**config.mk**
```make
export PLATFORM = sky130hd
export DESIGN_NAME = n1_core
export DESIGN_NICKNAME = d
export VERILOG_FILES = /design/src/rtl/n1_core.sv
export SDC_FILE = /design/constraint.sdc
export NUM_CORES = 1
export LEC_CHECK = 0
export CAP_MARGIN = 15
export CORE_MARGIN = 10
export CORE_UTILIZATION = 65
export CTS_BUF_LIST = sky130_fd_sc_hd__clkbuf_4 sky130_fd_sc_hd__clkbuf_8
export DETAILED_ROUTE_END_ITERATION = 8
export DONT_BUFFER_PORTS = 1
export PLACE_DENSITY = 0.83
export SYNTH_ARGS = -nofsm -noshare
export SYNTH_HDL_FRONTEND = slang
export SYNTH_SLANG_ARGS = --single-unit
```
**constraint.sdc**
```tcl
create_clock -name clk -period 5.55 [get_ports clk]
set_input_delay 0.8325 -clock clk [delete_from_list [all_inputs] [get_ports clk]]
set_output_delay 0.8325 -clock clk [all_outputs]
set_load 0.05 [all_outputs]
```
**src/rtl/n1_core.sv**
```systemverilog
// n1_core: two-phase (FETCH/EXEC) accumulator processor with a program-load port,
// a start/halt control FSM, data RAM, Z/C flags, conditional jumps and a registered output strobe.
module n1_core #(
    parameter int PC_W    = 5,
    parameter int DATA_W  = 8,
    parameter int DMEM_AW = 5
) (
    input  logic              clk,
    input  logic              rst,
    input  logic              ena,
    input  logic              start,
    input  logic              prog_we,
    input  logic [PC_W-1:0]   prog_addr,
    input  logic [15:0]       prog_data,
    output logic [PC_W-1:0]   pc,
    output logic [DATA_W-1:0] acc,
    output logic [DATA_W-1:0] out_data,
    output logic              out_valid,
    output logic              busy,
    output logic              halted
);

    typedef enum logic [1:0] {S_IDLE, S_FETCH, S_EXEC, S_HALT} state_t;
    typedef enum logic [3:0] {
        OP_NOP, OP_LDI, OP_LD, OP_ST, OP_ADD, OP_SUB, OP_ADDI, OP_AND,
        OP_OR, OP_XOR, OP_JMP, OP_JZ, OP_JC, OP_OUT, OP_RSV, OP_HALT
    } op_t;

    state_t              state_reg;
    logic [PC_W-1:0]     pc_reg;
    logic [DATA_W-1:0]   acc_reg;
    logic [DATA_W-1:0]   out_data_reg;
    logic [15:0]         inst_reg;
    logic                z_reg, c_reg;
    logic                out_valid_reg, busy_reg, halted_reg;

    logic [15:0]         pram [2**PC_W];
    logic [DATA_W-1:0]   dmem [2**DMEM_AW];

    op_t                 op;
    logic [DATA_W+7:0]   k_ext;
    logic [DATA_W-1:0]   imm, dmem_rd;
    logic [DMEM_AW-1:0]  dmem_addr;
    logic [PC_W-1:0]     jmp_tgt;
    logic [DATA_W:0]     sum_add, sum_addi, diff_sub;

    logic [DATA_W-1:0]   acc_next;
    logic [PC_W-1:0]     pc_next;
    logic                z_next, c_next, upd_z, st_we, out_fire, halt_op;
    logic                unused_bits;

    assign op        = op_t'(inst_reg[15:12]);
    assign k_ext     = {{DATA_W{1'b0}}, inst_reg[7:0]};
    assign imm       = k_ext[DATA_W-1:0];
    assign dmem_addr = inst_reg[DMEM_AW-1:0];
    assign jmp_tgt   = inst_reg[PC_W-1:0];
    assign dmem_rd   = dmem[dmem_addr];
    // The extra top bit of each result is the carry out (or borrow, for SUB).
    assign sum_add   = {1'b0, acc_reg} + {1'b0, dmem_rd};
    assign sum_addi  = {1'b0, acc_reg} + {1'b0, imm};
    assign diff_sub  = {1'b0, acc_reg} - {1'b0, dmem_rd};
    assign unused_bits = ^{inst_reg[11:8], k_ext[DATA_W+7:DATA_W]};

    always_comb begin
        acc_next = acc_reg;
        pc_next  = pc_reg;
        z_next   = z_reg;
        c_next   = c_reg;
        upd_z    = 1'b0;
        st_we    = 1'b0;
        out_fire = 1'b0;
        halt_op  = 1'b0;
        case (op)
            OP_LDI:  begin acc_next = imm;               upd_z = 1'b1; end
            OP_LD:   begin acc_next = dmem_rd;           upd_z = 1'b1; end
            OP_ST:   st_we = 1'b1;
            OP_ADD:  begin {c_next, acc_next} = sum_add;  upd_z = 1'b1; end
            OP_SUB:  begin {c_next, acc_next} = diff_sub; upd_z = 1'b1; end
            OP_ADDI: begin {c_next, acc_next} = sum_addi; upd_z = 1'b1; end
            OP_AND:  begin acc_next = acc_reg & dmem_rd; upd_z = 1'b1; end
            OP_OR:   begin acc_next = acc_reg | dmem_rd; upd_z = 1'b1; end
            OP_XOR:  begin acc_next = acc_reg ^ dmem_rd; upd_z = 1'b1; end
            OP_JMP:  pc_next = jmp_tgt;
            OP_JZ:   if (z_reg) pc_next = jmp_tgt;
            OP_JC:   if (c_reg) pc_next = jmp_tgt;
            OP_OUT:  out_fire = 1'b1;
            OP_HALT: halt_op = 1'b1;
            default: ;
        endcase
        if (upd_z) z_next = (acc_next == '0);
    end

    always_ff @(posedge clk or posedge rst) begin
        if (rst) begin
            state_reg     <= S_IDLE;
            pc_reg        <= '0;
            acc_reg       <= '0;
            z_reg         <= 1'b0;
            c_reg         <= 1'b0;
            inst_reg      <= '0;
            out_data_reg  <= '0;
            out_valid_reg <= 1'b0;
            busy_reg      <= 1'b0;
            halted_reg    <= 1'b0;
        end else begin
            out_valid_reg <= 1'b0;
            if (ena) begin
                case (state_reg)
                    S_IDLE, S_HALT: begin
                        if (start) begin
                            state_reg  <= S_FETCH;
                            busy_reg   <= 1'b1;
                            halted_reg <= 1'b0;
                            pc_reg     <= '0;
                            acc_reg    <= '0;
                            z_reg      <= 1'b0;
                            c_reg      <= 1'b0;
                        end
                    end
                    S_FETCH: begin
                        inst_reg  <= pram[pc_reg];
                        pc_reg    <= pc_reg + PC_W'(1);
                        state_reg <= S_EXEC;
                    end
                    S_EXEC: begin
                        acc_reg <= acc_next;
                        pc_reg  <= pc_next;
                        z_reg   <= z_next;
                        c_reg   <= c_next;
                        if (out_fire) begin
                            out_data_reg  <= acc_reg;
                            out_valid_reg <= 1'b1;
                        end
                        if (halt_op) begin
                            state_reg  <= S_HALT;
                            busy_reg   <= 1'b0;
                            halted_reg <= 1'b1;
                        end else begin
                            state_reg <= S_FETCH;
                        end
                    end
                    default: begin
                        state_reg  <= S_IDLE;
                        busy_reg   <= 1'b0;
                        halted_reg <= 1'b0;
                    end
                endcase
            end
        end
    end

    // Program loads depend only on the core being idle or halted, not on ena.
    always_ff @(posedge clk) begin
        if (prog_we && !busy_reg) pram[prog_addr] <= prog_data;
    end

    always_ff @(posedge clk) begin
        if (ena && state_reg == S_EXEC && st_we) dmem[dmem_addr] <= acc_reg;
    end

    assign pc        = pc_reg;
    assign acc       = acc_reg;
    assign out_data  = out_data_reg;
    assign out_valid = out_valid_reg;
    assign busy      = busy_reg;
    assign halted    = halted_reg;

endmodule

```
# After elaboration in Yosys (flattened, before gate mapping)
# Memory sizes are Yosys's and may differ from the RTL's. A register that Yosys moved wholly into a read port is not among the register bits.
# Cells that the tools add are included.
[word_totals] regBits=28 ramBits=768 word_cells=91 memories=2
[memory_table] memory="pram" depth=32 word_bits=16 read_ports=1 rd_clocked_by_memory_dff=1 write_ports=1 line="37" text="logic [15:0] pram [2**PC_W];"
[memory_table] memory="dmem" depth=32 word_bits=8 read_ports=1 rd_clocked_by_memory_dff=0 write_ports=1 line="38" text="logic [DATA_W-1:0] dmem [2**DMEM_AW];"
[classes] n_addsub=4 eq_ne=24 muxes=32 bitwise_logic=3 n_reduce_logical=17
[ops] operator="$pmux 8 s8" count=1
[ops] operator="$pmux 5 s3" count=2
[ops] operator="$eq 4x4->1 const B" count=7
[ops] operator="$add 8x8->9" count=2
[ops] operator="$eq 4x3->1 const B" count=4
[ops] operator="$mux 1" count=16
[ops] operator="$pmux 8 s2" count=1
[ops] operator="$mux 5" count=3
[ops] operator="$reduce_and 4->1" count=3
[ops] operator="$sub 8x8->9" count=1
[ops] operator="$and 8x8->8" count=1
[ops] operator="$eq 4x2->1 const B" count=2
[ops] operator="$logic_not 8->1" count=1
[ops] operator="$mux 8" count=1
[ops] operator="$ne 4x1->1 const B" count=2
[ops] operator="$or 8x8->8" count=1
[ops] operator="$pmux 1 s2" count=4
[ops] operator="$reduce_or 8->1" count=1
[ops] operator="$xor 8x8->8" count=1
[ops] operator="$ne 2x2->1 const B" count=3
[ops] operator="$ne 3x3->1 const B" count=2
[ops] operator="$pmux 2 s3" count=1
[ops] operator="$reduce_and 3->1" count=2
[ops] operator="$add 5x1->5 const B" count=1
[ops] operator="other kinds (12)" count=17

# Logic depth before layout (Yosys ltp)
# Gate-level depths: netlist of run 1.
# An unclocked memory read counts as a cell.
[logic_depth] ltp_word=6 mapped_depth=17

# Least setup slack after synthesis of run 1
# Ideal clock, no wire load.
[synth_timing] kind="flip-flop to flip-flop" startpoint="reg inst_reg[0], read port of pram" endpoint="reg z_reg" setup_ns=0.103 t_arrival_ns=3.756 slack_ns=1.691 path_stages_with_launch=17 n_path_buf=3 period_less_slack_ns=3.859 cell_sequence="dfrtp_1 buf_6 buf_4 buf_2 mux2i_1 o22ai_1 nor4_1 nand2_1 ha_1 fa_1 or3_1 a31oi_1 or4_1 a21oi_1 nor4_1 a32oi_1 o41ai_2"
[synth_via] elab_chain_cells=6 elab_cells_between_ends=11
[synth_rtl] element="start: declaration" line="33" text="logic [15:0] inst_reg;"
[synth_rtl] element="$mem_v2 32x8"
[synth_rtl] element="$sub 8x8->9, or another cell as far along" line="61" text="assign diff_sub = {1'b0, acc_reg} - {1'b0, dmem_rd};"
[synth_rtl] element="$pmux 8 s8 *" line="73" text="case (op)"
[synth_rtl] element="$logic_not 8->1 *" line="90" text="if (upd_z) z_next = (acc_next == '0);"
[synth_rtl] element="$mux 1 *" line="90"
[synth_rtl] element="$pmux 1 s2 *" line="108" text="case (state_reg)"
[synth_rtl] element="end signal: assignment" line="128" text="z_reg <= z_next;"
[synth_rtl] element="end: declaration" line="34" text="logic z_reg, c_reg;"
# Mark *: on every way between the ends. The rest lies on a longest branch, timed or not. The select of a mux whose other input is x is not followed.
# A chain may end at the register's enable or synchronous reset.

# Worst setup path after layout of run 1
[layout_timing] startpoint="reg inst_reg[2], read port of pram" endpoint="reg z_reg"
# The elaborated chain is that of the path after synthesis.

==> metrics.yaml, run 1 <==
synthesis:
  syn_area_per_cell_um2: 17.7
  ys_seq_area_share_pct: 70.7
  syn-instance-count: 1617
  yosys_warnings: 0
  async_reset_ff_share_pct: 5.88
  syn_nets: 1685
  synth-seq-cells: 680
  synth_area_mm2: 0.0286
  ys_types: 74
  synth_edf_count: 640
  synth-main-ff-cell: "edfxtp_1"
clock_tree:
  tritoncts: "built"
  post-cts-setup-buffer-count: 0
  root_buffer: "clkbuf_8"
  cts_resized: 0
  cts_num_sinks: 680
  cts.clk_slew.worst_paths_ns: 0.07
  cts_buffer_depth: 3
  clk-insertion-delay-late_ns: 0.73
  cts_hold_buf: 0
  numCtsBuffers: 103
  ctsHtreeMaxLevel: 3
grt:
  grt_busiest_layer: "met2"
  first_global_vias: 15700
  antenna_found_initial: 0
  grt_max_degree: 64
  grt_remaining_overflow: 0
  track_usage_pct: 24.8
  globalRouteMet3Util_pct: 5.87
  gr-usage-met2_pct: 40.8
  grt_pass1_wl_um: 98800
  gr-usage-met1_pct: 31.5
final_layout:
  post-route-cell-area_mm2: 0.0315
  areaGrowthSynthToFinish_pct: 10.1
  drive_gt1_share_pct: 21.7
  nets: 1766
  largest_reg_flops: 384
  nFillCells: 2428
  diodes: 0
critical_path:
  slowest_stage: "dfrtp_1"
  crit_chain: "or4b_1 -> o22ai_1 -> nor4_1 -> buf_4 -> nand2_1 -> ha_1 -> fa_1 -> or3_1 -> a31oi_1 -> or4_1 -> a21oi_1 -> nor4_1 -> a32oi_1 -> o41ai_2"
  critPathMaxFanout: 27
  cpMostUsedCell: "nor4_1"
  reg2reg_depth: 14
  r2r-start: "inst_reg[2]"
  worstSetupPathType: "reg2reg"
  startpoint_type: "flip-flop"
  max_stage_delay_ns: 0.88
  cp.required_ns: 6.18
  worstSetupEndpointType: "flip-flop"
  reg2reg_slack_ns: 0.49
  arrival_ns: 5.70
  r2r_end: "z_reg"
timing:
  max_freq_mhz: 197
  post-route-period-util_pct: 91.3
  worst_pin_slew_ns: 1.16
  tns_ns: 0
  maxSlewViolCount: 0
  min_period_ns: 5.06
  setup_viol: 0
  max-slew-margin-rel_pct: 22.5
  hold_viol: 0
  grt_setup_unrepaired: "false"
  finalClockSkew_ns: 0.0528
die:
  initial_core_util_pct: 66.1
  core_area_mm2: 0.0433
  die_w_um: 230
  die_h_um: 230
  top_level_ports: 50
  rows: 76
  dieArea_mm2: 0.0528
power:
  power.net_switching_mw: 5.54
  p_leak_nw: 10.6
  p_clk_share_pct: 26.1
  ir_drop_uv: 306
  pwr-share-comb_pct: 32.8
  p_seq_share_pct: 41.1
  p_sw_share_pct: 35.1
  power_density_mw_per_mm2: 502
  intPower_mw: 10.3
  power_mw: 15.8
place:
  dp_hpwl_um: 41500
  gp_congestion: 0.939
  portBuffers: 0
  place_area_mm2: 0.0293
drt:
  antenna_left: 0
  via_count: 15800
  wl_per_cell_um: 28.2
  dr.pass1.iters: 6
  drtIter0Drc: 1823
  routed_wl_um: 66600
  drc: 0
  vias_per_cell: 6.69
run:
  drv_cap: 0
outcome:
  status: "completed"
min_path:
  hold_class: "in2async"
## area by class of cell
type | count | area [um2] | area share (%)
inverter | 35 | 131 | 0.417
clock inverter | 42 | 328 | 1.04
sequential | 680 | 20200 | 64.3
clock buffer | 147 | 1760 | 5.59
multi-input combinational | 813 | 7740 | 24.6
tap | 585 | 732 | 2.32
timing repair buffer | 65 | 552 | 1.75
## cell usage in the layout, fill, tap and decap left out, types with 7 or more instances in the layout
| cell type | count |
|---|---|
| edfxtp_1 | 640 |
| mux2i_1 | 146 |
| mux4_2 | 120 |
| nor2_1 | 108 |
| clkbuf_8 | 105 |
| o22ai_1 | 71 |
| buf_4 | 54 |
| nand2_1 | 46 |
| clkbuf_4 | 43 |
| ha_1 | 39 |
| a21oi_1 | 36 |
| o21ai_0 | 34 |
| inv_1 | 33 |
| dfrtp_1 | 27 |
| clkinv_1 | 22 |
| nor4_1 | 19 |
| nand2b_1 | 12 |
| nor3_1 | 11 |
| nand3_1 | 11 |
| nand3b_1 | 10 |
| dfrtp_2 | 10 |
| mux2_2 | 8 |
| a211oi_1 | 8 |
| clkinv_2 | 8 |
| nand4bb_1 | 7 |
| a22oi_1 | 7 |
| or3_1 | 7 |
| buf_6 | 7 |
## cells in the mapped netlist (all sizes together), types with 4 or more instances
cell	count	area, um2
edfxtp	640	19200
mux2i	146	1460
mux4	120	2700
nor2	108	405
o22ai	71	444
buf	51	375
nand2	46	173
dfrtp	40	1000
ha	39	488
clkbuf	38	144
a21oi	36	180
inv	35	131
o21ai	35	175
nor4	20	131
nand2b	12	75.1
nand3	11	55.1
nor3	11	55.1
nand3b	10	75.1
a211oi	8	60.1
mux2	8	90.1
a22oi	7	52.6
nand4bb	7	78.8
or3	7	43.8
and2	6	37.5
a221oi	5	43.8
nand4	5	37.5
nand4b	5	80.1
o211ai	5	37.5
or4b	5	50.1
xnor2	5	43.8
a21o	4	30.0
nor2b	4	25.0
nor3b	4	30.0
o21bai	4	30.0
o31ai	4	30.0
or3b	4	35.0
or4	4	30.0
xor2	4	35.0
## per-layer routing
metal / share of wire [%] / up-vias
li1: - / 6722
met1: 36 / 8021
met2: 51 / 924
met3: 9.2 / 166
met4: 3.9 / 0
met5: 0 / -
## through the flow
step | hold WS (ns) | std cells | setup WS (ns) | utilization [%]
global route | 0.163 | 2367 | 0.246 | 72.8
CTS | 0.149 | 2358 | 0.605 | 72.6
global placement | 0.514 | 2169 | 0.670 | 67.7
floorplan | 0.477 | 1617 | 1.69 | -
finish | 0.194 | 2367 | 0.485 | 72.8
detailed placement | 0.529 | 2169 | 0.592 | 67.7
## logic make-up (layout without fill, tap and decap cells)
| kind of cell | count (synthesis) | after routing | share of synthesized area (%) |
|---|---|---|---|
| AO/OA/AOI/OAI | 212 | 212 | 4.82 |
| buffers and inverters | 124 | 289 | 2.27 |
| flip-flops | 680 | 680 | 70.7 |
| multiplexers | 274 | 274 | 14.9 |
| adder cells (fa/ha/maj) | 42 | 42 | 1.92 |
| XOR/XNOR | 9 | 9 | 0.276 |
| AND/OR/NAND/NOR | 276 | 276 | 5.15 |
## power groups by stage
stage               Combinational, mW  Sequential [mW]  Clock, mW
global placement                 5.01             6.59          0
detailed placement               5.09             6.60          0
CTS                              5.13             6.49       4.16
global route                     5.57             6.53       4.39
finish                           5.19             6.49       4.13
floorplan                        3.75             6.44          0
## worst max-delay path, delay by kind of cell (launching register included)
| kind | cells | cell delay [ns] |
|---|---|---|
| fa+ha+maj | 2 | 0.73 |
| buf+inv | 1 | 0.21 |
| flops | 1 | 0.88 |
| simple gates | 6 | 1.99 |
| compound gates | 5 | 1.20 |
## how the worst max path moves through the flow
stage          depth (start not counted)    end         from
2_1_floorplan                         16  z_reg  inst_reg[0]
3_3_place_gp                          15  z_reg  inst_reg[0]
3_5_place_dp                          15  z_reg  inst_reg[0]
4_1_cts                               14  z_reg  inst_reg[2]
5_1_grt                               14  z_reg  inst_reg[2]
6_report                              14  z_reg  inst_reg[2]
Note: power is estimated with default switching activity, not from simulation.
==> run 2, diff against run 1 <==
- clock period: 5.55 -> 4.9 ns (I/O delays scaled with it)
==> run 2 against run 1 <==
Sequential share of layout area down 0.22 points. Wire length grew 0.98%. Global-route usage up 0.35 points. Die area did not move. Critical path depth fell by 1. Via count about the same. Worst setup slack got worse by 0.19 ns. Largest cell class unchanged.
==> metrics.yaml, run 2 (same netlist as run 1, synthesis figures left out) <==
grt:
  grt_max_degree: 50  # was 64
  grt_pass1_wl_um: 99200  # was 98800 um
  first_global_vias: 15800  # was 15700
  track_usage_pct: 25.1  # was 24.8%
  grt_remaining_overflow: 0  # unchanged
  antenna_found_initial: 1  # was 0
clock_tree:
  ctsHtreeMaxLevel: 3  # unchanged
  cts_num_sinks: 680  # unchanged
  cts.clk_slew.worst_paths_ns: 0.07  # about the same
  cts_hold_buf: 0  # unchanged
  cts_buffer_depth: 3  # unchanged
  cts_resized: 0  # unchanged
  root_buffer: "clkbuf_8"  # unchanged
  clk-insertion-delay-late_ns: 0.71  # was 0.73 ns
  numCtsBuffers: 103  # unchanged
  post-cts-setup-buffer-count: 0  # unchanged
  tritoncts: "built"  # unchanged
timing:
  tns_ns: 0  # unchanged
  maxSlewViolCount: 0  # unchanged
  finalClockSkew_ns: 0.0358  # was 0.0528 ns
  post-route-period-util_pct: 93.9  # was 91.3%
  hold_viol: 0  # unchanged
  max_freq_mhz: 217  # was 197 MHz
  min_period_ns: 4.60  # was 5.06 ns
  grt_setup_unrepaired: "false"  # unchanged
  max-slew-margin-rel_pct: 17.0  # was 22.5%
  worst_pin_slew_ns: 1.24  # was 1.16 ns
  setup_viol: 0  # unchanged
final_layout:
  nets: 1788  # was 1766
  diodes: 0  # unchanged
  areaGrowthSynthToFinish_pct: 10.5  # was 10.1%
  multi_input_area_mm2: 0.00774  # unchanged
  ff_latch_area_mm2: 0.0202  # unchanged
  nFillCells: 2478  # was 2428
  drive_gt1_share_pct: 22.5  # was 21.7%
  mostFrequentLayoutCell: "edfxtp_1"  # unchanged
  mostFrequentLayoutCells: "640 x edfxtp_1, 146 x mux2i_1, 120 x mux4_2"  # unchanged
  largest_reg_flops: 384  # unchanged
place:
  dp_hpwl_um: 43700  # was 41500 um
  gp_congestion: 0.939  # about the same
  portBuffers: 0  # unchanged
critical_path:
  startpoint_type: "flip-flop"  # unchanged
  critPathMaxFanout: 18  # was 27
  cp.required_ns: 5.51  # was 6.18 ns
  worstSetupPathType: "reg2reg"  # unchanged
  worstSetupEndpointType: "flip-flop"  # unchanged
  arrival_ns: 5.21  # was 5.70 ns
die:
  dieArea_mm2: 0.0528  # unchanged
  core_area_mm2: 0.0433  # unchanged
  rows: 76  # unchanged
  die_h_um: 230  # unchanged
  top_level_ports: 50  # unchanged
  die_w_um: 230  # unchanged
  initial_core_util_pct: 66.1  # unchanged
drt:
  wl_per_cell_um: 28.2  # about the same
  routed_wl_um: 67300  # was 66600 um
  vias_per_cell: 6.63  # was 6.69
  via_count: 15800  # about the same
  drc: 0  # unchanged
  drtIter0Drc: 1862  # was 1823
  dr.pass1.iters: 6  # unchanged
  antenna_left: 0  # unchanged
min_path:
  hold_class: "in2async"  # unchanged
power:
  power_mw: 17.8  # was 15.8 mW
  ir_drop_uv: 478  # was 306 uV
  power_density_mw_per_mm2: 565  # was 502 mW/mm2
  p_leak_nw: 10.7  # was 10.6 nW
run:
  drv_cap: 0  # unchanged
outcome:
  status: "completed"  # unchanged
## run 2: worst max-delay path: stages (launching register included)
cell       delay (ns)
dfrtp_1          0.72
nand4bb_1        0.35
o22ai_1          0.18
nor4_1           0.45
nand2_1          0.25
ha_1             0.29
fa_1             0.45
or3_1            0.35
a31oi_1          0.31
or4_1            0.17
a21oi_1          0.06
nor4_1           0.40
a32oi_1          0.20
o41ai_2          0.34
## run 2: power by group
| part | total [mW] | internal (mW) | leakage [nW] | switching (mW) |
|---|---|---|---|---|
| Combinational | 5.91 | 2.46 | 3.41 | 3.45 |
| Clock | 4.49 | 2.39 | 1.08 | 2.10 |
| Sequential | 7.44 | 6.73 | 6.23 | 0.712 |
## run 2: cell type report
type	instances	share of cell area [%]
sequential	680	64.1
clock inverter	39	0.606
tap	585	2.32
timing repair buffer	87	2.33
clock buffer	150	5.76
multi-input combinational	813	24.5
inverter	35	0.416
## run 2: per-layer routing
layer	up-vias	GRT usage, %	share of wire, %	wire length, um
li1	6766	-	-	-
met1	8088	31.3	37	24700
met2	830	43.2	52	35100
met3	146	5.27	7.8	5280
met4	0	8.92	3.3	2190
met5	-	0	0	0
## run 2: stage by stage
step	hold slack, ns	utilization (%)	cells	area (um2)	worst slack (ns)
2_1_floorplan	0.477	-	1617	28600	1.04
4_1_cts	0.0758	72.6	2372	31400	0.364
3_5_place_dp	0.511	68.0	2183	29400	0.339
5_1_grt	0.0740	73.0	2389	31600	0.0459
3_3_place_gp	0.521	68.0	2182	29400	0.363
6_report	0.108	73.0	2389	31600	0.297
## run 2: final timing paths
path	endpoint	startpoint	cells after the start	slack, ns
hold reg to reg	z_reg	z_reg	2	0.53
setup / recovery	z_reg	inst_reg[2]	13	0.30
hold / removal	out_valid	rst	1	0.11
setup reg to reg	z_reg	inst_reg[2]	13	0.30
min in group clk	pram[16][15]	prog_data[15]	0	0.13
max in group asynchronous	inst_reg[0]	rst	1	4.08
